==> config.mk <==
export PLATFORM = sky130hd
export DESIGN_NAME = i2c_cmd_sequencer
export DESIGN_NICKNAME = d
export VERILOG_FILES = /design/src/rtl/i2c_cmd_sequencer.sv
export SDC_FILE = /design/constraint.sdc
export NUM_CORES = 1
export LEC_CHECK = 0
export CAP_MARGIN = 20
export CORE_ASPECT_RATIO = 0.9
export CORE_UTILIZATION = 40
export DETAILED_ROUTE_END_ITERATION = 16
export DONT_BUFFER_PORTS = 1
export GPL_ROUTABILITY_DRIVEN = 0
export SYNTH_ARGS = -nofsm -noshare
export SYNTH_HDL_FRONTEND = slang
export SYNTH_SLANG_ARGS = --single-unit
==> constraint.sdc <==
create_clock -name sys_clk_50m -period 5.95 [get_ports sys_clk_50m]
set_input_delay 1.19 -clock sys_clk_50m [delete_from_list [all_inputs] [get_ports sys_clk_50m]]
set_output_delay 1.19 -clock sys_clk_50m [all_outputs]
set_load 0.05 [all_outputs]
==> src/rtl/i2c_cmd_sequencer.sv <==
// i2c_cmd_sequencer: replays a fixed register-write table through an I2C master with retry and timeout.
// Optional readback verification of every successful write is enabled by defining SEQ_READBACK_EN.
module i2c_cmd_sequencer #(
  parameter logic [6:0] DEV_ADDR = 7'h50,
  parameter int NUM_CMDS = 8,
  parameter int MAX_RETRY = 3,
  parameter int GAP_CYCLES = 250000,
  parameter int TIMEOUT = 100000
) (
  input  logic       sys_clk_50m,
  input  logic       rst_n,
  input  logic       start,
  output logic [6:0] i2c_dev_addr,
  output logic [7:0] i2c_reg_addr,
  output logic [7:0] i2c_reg_data,
  output logic [7:0] i2c_config,
  input  logic [7:0] i2c_ack,
  input  logic [7:0] i2c_read_data,
  output logic       busy,
  output logic       done,
  output logic       err,
  output logic [3:0] err_cnt
);
`ifdef SEQ_READBACK_EN
  localparam logic RB = 1'b1;
`else
  localparam logic RB = 1'b0;
`endif
  localparam logic [16:0] TO_LAST = 17'(TIMEOUT - 1);
  localparam logic [17:0] GAP_LAST = 18'(GAP_CYCLES - 1);
  localparam logic [3:0] RETRY_MAX = 4'(MAX_RETRY);
  localparam logic [3:0] LAST_IDX = 4'(NUM_CMDS - 1);
  typedef enum logic [3:0] {IDLE, ISSUE, WAIT, CHECK, GAP, FIN, RISSUE, RWAIT, COMPARE} state_t;
  state_t state;
  logic [3:0] idx, retry;
  logic [17:0] gap_cnt;
  logic [16:0] to_cnt;
  logic nack, rb, wr_req, rd_req, last, unused_ack;
  assign last = idx == LAST_IDX;
  assign i2c_dev_addr = DEV_ADDR;
  assign i2c_config = {6'b0, rd_req, wr_req};
  assign unused_ack = ^i2c_ack[7:2];
  always_ff @(posedge sys_clk_50m or negedge rst_n) begin
    if (!rst_n) begin
      state <= IDLE;
      idx <= '0;
      retry <= '0;
      gap_cnt <= '0;
      to_cnt <= '0;
      nack <= 1'b0;
      rb <= 1'b0;
      wr_req <= 1'b0;
      rd_req <= 1'b0;
      busy <= 1'b0;
      done <= 1'b0;
      err <= 1'b0;
      err_cnt <= '0;
      i2c_reg_addr <= '0;
      i2c_reg_data <= '0;
    end else begin
      wr_req <= 1'b0;
      rd_req <= 1'b0;
      done <= 1'b0;
      case (state)
        IDLE: if (start) begin
          idx <= '0;
          retry <= '0;
          err <= 1'b0;
          err_cnt <= '0;
          busy <= 1'b1;
          state <= ISSUE;
        end
        ISSUE: begin
          i2c_reg_addr <= {4'h0, idx};
          i2c_reg_data <= {4'h0, idx} ^ 8'h5a;
          wr_req <= 1'b1;
          state <= WAIT;
        end
        // an ack arriving on the expiry cycle wins over the timeout
        WAIT, RWAIT: if (i2c_ack[0] || to_cnt == TO_LAST) begin
          nack <= !i2c_ack[0] || i2c_ack[1] || (state == RWAIT && i2c_read_data != i2c_reg_data);
          to_cnt <= '0;
          state <= state == WAIT ? CHECK : COMPARE;
        end else to_cnt <= to_cnt + 17'd1;
        CHECK: begin
          rb <= RB && !nack;
          if (!nack) state <= GAP;
          else if (retry < RETRY_MAX) begin
            retry <= retry + 4'd1;
            state <= ISSUE;
          end else begin
            err <= 1'b1;
            if (err_cnt != 4'hf) err_cnt <= err_cnt + 4'd1;
            state <= GAP;
          end
        end
        GAP: if (gap_cnt == GAP_LAST) begin
          gap_cnt <= '0;
          if (rb) state <= RISSUE;
          else begin
            retry <= '0;
            idx <= idx + 4'd1;
            done <= last;
            state <= last ? FIN : ISSUE;
          end
        end else gap_cnt <= gap_cnt + 18'd1;
        RISSUE: begin
          rd_req <= 1'b1;
          state <= RWAIT;
        end
        COMPARE: begin
          if (nack) begin
            err <= 1'b1;
            if (err_cnt != 4'hf) err_cnt <= err_cnt + 4'd1;
          end
          retry <= '0;
          idx <= idx + 4'd1;
          done <= last;
          state <= last ? FIN : ISSUE;
        end
        FIN: begin
          busy <= 1'b0;
          state <= IDLE;
        end
        default: state <= IDLE;
      endcase
    end
  end
endmodule

# [Yosys cells after proc, flatten, opt, wreduce, memory -nomap -nowiden]
# Index checks and enable logic that the tools add are counted.
[classes] add_sub_neg=5 order_cmp=1 eq_ne=20 n_mux=33 bitwise_logic=1 n_reduce_logical=17
[ops] op="$mux 4" n=13
[ops] op="$pmux 4 s7" n=1
[ops] op="$pmux 4 s3" n=2
[ops] op="$eq 4x3->1 const B" n=5
[ops] op="$add 18x1->18 const B" n=1
[ops] op="$eq 18x18->1 const B" n=1
[ops] op="$mux 18" n=1
[ops] op="$add 17x1->17 const B" n=1
[ops] op="$eq 17x17->1 const B" n=1
[ops] op="$mux 17" n=1
[ops] op="$pmux 4 s4" n=1
[ops] op="$ne 2x2->1 const B" n=7
[ops] op="$add 4x1->4 const B" n=3
[ops] op="$reduce_and 5->1" n=2
[ops] op="$mux 3" n=3
[ops] op="$eq 4x2->1 const B" n=2
[ops] op="$mux 1" n=8
[ops] op="$ne 8x7->1" n=1
[ops] op="$reduce_and 3->1" n=2
[ops] op="$reduce_bool 3->1" n=2
[ops] op="$eq 4x1->1 const B" n=1
[ops] op="$eq 4x4->1 const B" n=1
[ops] op="$logic_not 4->1" n=1
[ops] op="$lt 4x2->1 const B" n=1
[ops] op="other kinds (11)" n=15
[word_totals] ff_bits=67 input_bits=19 out_inout_bits=38 elab_cells=91

# [Logic depth before layout (Yosys ltp)]
[depth] word_depth=5 mapped_depth=7 mapped_depth_nobuf=6

# [Least setup slack after synthesis]
# OpenSTA, ideal clock, no wires.
[synth_timing] kind="register -> register" startpoint="register gap_cnt[4]" endpoint="register retry[0]" setup_time_ns=0.125 arrival_ns=2.351 t_required_ns=5.825 slack_ns=3.474 path_stages_with_launch=6 n_path_buf=0 period_less_slack_ns=2.476 path_cell_list="dfrtp_1 -> or4b_4 -> nor4_4 -> a41oi_2 -> or4_4 -> mux2_4"
[synth_via] elab_chain_len=3
[synth_lines] element="start, declared" line_no="36" text="logic [17:0] gap_cnt;"
[synth_lines] element="start signal, assigned" line_no="106" text="end else gap_cnt <= gap_cnt + 18'd1;"
[synth_lines] element="$eq 18x18->1" line_no="97" text="GAP: if (gap_cnt == GAP_LAST) begin"
[synth_lines] element="$ne 2x2->1 (no line)"
[synth_lines] element="$reduce_and 5->1 (no line)"
[synth_lines] element="end signal, assigned" line_no="89" text="retry <= retry + 4'd1;"
[synth_lines] element="end, declared" line_no="35" text="logic [3:0] idx, retry;"
# Every way passes these cells.
# A chain may end at the register's enable or synchronous reset.

# [Worst setup path after layout]
[layout_timing] startpoint="register state[2]" endpoint="register gap_cnt[15]"
[layout_via] elab_chain_len=1
[layout_lines] element="start, declared" line_no="34" text="state_t state;"
[layout_lines] element="start signal, assigned" line_no="83" text="state <= state == WAIT ? CHECK : COMPARE;"
[layout_lines] element="start signal, assigned" line_no="104" text="state <= last ? FIN : ISSUE;"
[layout_lines] element="start signal, assigned" line_no="119" text="state <= last ? FIN : ISSUE;"
[layout_lines] element="$eq 4x3->1" line_no="64" text="case (state)"
# Every way passes these cells.

==> metrics.yaml <==
grt_max_degree: 65
fin_nets: 379
finalHoldViolCount: 0
critPathMaxFanout: 15
grt_setup_unrepaired: "no"
rr_endpoint: "gap_cnt[15]"
wl_per_cell_um: 13.4
clockRootBuffer: "clkbuf_8"
grt_pass1_wl_mm: 11.1
power_mw: 1.43
internal_power_uw: 807
setup_viol: 0
most-common-layout-cells: "dfrtp_1 (64), nand2_1 (40), nor2_1 (35)"
worstPathRequired_ps: 6170
synth_area_sq_mm: 0.00344
placementRows: 31
die_w_um: 99.7
core_sq_mm: 0.00818
worst_slack_ps: 3170
clk_pin_slew_ps: 80
p_per_area_mw_per_mm2: 397
r2r-start: "state[2]"
cts_max_level: 3
p_seq_share_pct: 51.1
cts_tree: "done"
cts_buffer_depth: 2
rrSetupSlack_ps: 3170
clkLatencyLatePin_ps: 340
post-route-period-util_pct: 46.7
max_freq_ghz: 0.360
drt-pass1-iter-count: 4
r2r_cells: 5
die_h_um: 90.0
vias_per_cell: 5.14
avgSynthCellArea_sq_um: 9.55
cts_hold_buf: 0
cts_resized: 0
synth_seq_cells: 64
worstMarginPinSlew_ps: 971
fin_skew_ps: 8.86
min_path_type: "reg -> reg"
max_slew_margin_pct: 35.2
synth_warnings: 0
pwr-share-clk_pct: 23.1
min_from: "retry[3]"
synth.distinct_cells: 56
final_util_pct: 44.1
clkSinkCount: 64
seq_area_frac_synth_pct: 46.6
whs_path_depth: 1
ant_nets: 0
synth_edf_count: 0
place_ws_ps: 3170
vias: 2443
synth_top_flop_cell: "dfrtp_1"
whs_endpoint: "retry[3]"
antenna_found_initial: 0
drive_gt1_share_pct: 7.22
die-area_sq_mm: 0.00897
status: "completed"
drtIter0Drc: 127
end_kind: "flop"
drv_cap: 0
dp_hpwl_mm: 4.26
async_reset_ff_share_pct: 100
post_cts_buffers: 0
power.switching_uw: 626
ir_drop_mv: 0.248
critPathLaunchType: "flop"
fin_tns_setup_ps: 0
synthCells: 360
grt_pass1_vias: 2319
layout_commonest_cell: "dfrtp_1"
drc_errors: 0
portBuffers: 0
finalWirelength_mm: 6.38
ioPinCount: 57
area_growth_pct: 5.02
crit_type: "reg -> reg"
drv_slew: 0
overflow: 0
start_util_pct: 42.0
power_frac_comb_pct: 25.8
cts_buffers: 9
swShare_pct: 43.7
arrival_ps: 3000
p_leak_nw: 1.61
period_needed_ps: 2780
track_usage_pct: 15.8
antennaDiodeCount: 0
==> final cells by class <==
type,instances,area (sq um)
Clock buffer,9,124
Clock inverter,7,48.8
Fill cell,807,4570
Inverter,10,37.5
Multi-Input combinational cell,269,1650
Sequential cell,64,1600
Tap cell,115,144
Timing Repair Buffer,1,11.3
==> registers in the layout, indices dropped and copies added, names as in the netlist <==
signal        count
busy              1
done              1
err               1
err_cnt           4
gap_cnt          18
i2c_reg_addr      2
i2c_reg_data      5
idx               4
nack              1
rd_req            1
retry             4
state             4
to_cnt           17
wr_req            1
==> worst max-delay path, stage by stage (launching register included) <==
cell,delay [ps]
dfrtp_1,640
or4b_2,800
nor4_1,820
nand3_1,180
xor2_1,170
nor2_1,50
==> metal layers <==
metal / track usage, % / vias up / routed length [um]
li1: - / 1196 / -
met1: 22.0 / 1195 / 3210
met2: 22.8 / 45 / 2890
met3: 5.21 / 7 / 216
met4: 5.51 / 0 / 68
met5: 0 / - / 0
==> power by group through the flow <==
stage               registers [mW]  clock network, mW  logic (mW)
finish                       0.731              0.331       0.370
CTS                          0.732              0.342       0.368
global route                 0.747              0.362       0.428
floorplan                    0.663                  0       0.383
global placement             0.738                  0       0.358
detailed placement           0.739                  0       0.367
==> cell usage after synthesis, drive strengths merged (3+ instances only) <==
cell	number	area, sq um
nand3	17	85.1
inv	10	37.5
mux2i	4	40.0
ha	5	62.6
buf	25	185
nor2	35	131
xor2	18	158
and3	3	18.8
nand4	9	56.3
dfrtp	64	1600
nand2b	8	50.1
nor4	6	52.6
mux2	3	41.3
a22o	4	35.0
nand2	40	150
a21oi	6	30.0
nor3b	3	22.5
xnor2	15	131
nor3	14	70.1
nor2b	3	18.8
or4	3	26.3
and2	4	25.0
o21ai	16	80.1
clkbuf	9	33.8
==> kinds of logic (layout without fill, tap and decap cells) <==
logic type / count (synthesis) / count (layout) / share of synthesized area [%]
AO/OA/AOI/OAI: 44 / 44 / 8.51
XOR/XNOR: 33 / 33 / 8.40
adder cells (fa/ha/maj): 5 / 5 / 1.82
buffers and inverters: 44 / 27 / 7.46
flip-flops: 64 / 64 / 46.6
multiplexers: 7 / 7 / 2.36
other: 2 / 19 / 0.218
AND/OR/NAND/NOR: 161 / 161 / 24.7
==> worst max path at each step <==
stage | from | slack (ps) | end
floorplan | gap_cnt[4] | 3470 | retry[0]
global placement | state[2] | 3140 | gap_cnt[15]
detailed placement | state[0] | 3170 | gap_cnt[15]
CTS | state[0] | 3140 | gap_cnt[15]
global route | state[2] | 2980 | gap_cnt[15]
finish | state[2] | 3170 | gap_cnt[15]
==> metrics by stage <==
step	hold WS, ps	cell area [sq um]	cells
2_1_floorplan	455	3500	377
3_3_place_gp	474	3430	458
3_5_place_dp	478	3430	458
4_1_cts	498	3600	474
5_1_grt	496	3610	475
6_report	496	3610	475
Note: power is estimated with default switching activity, not from simulation.
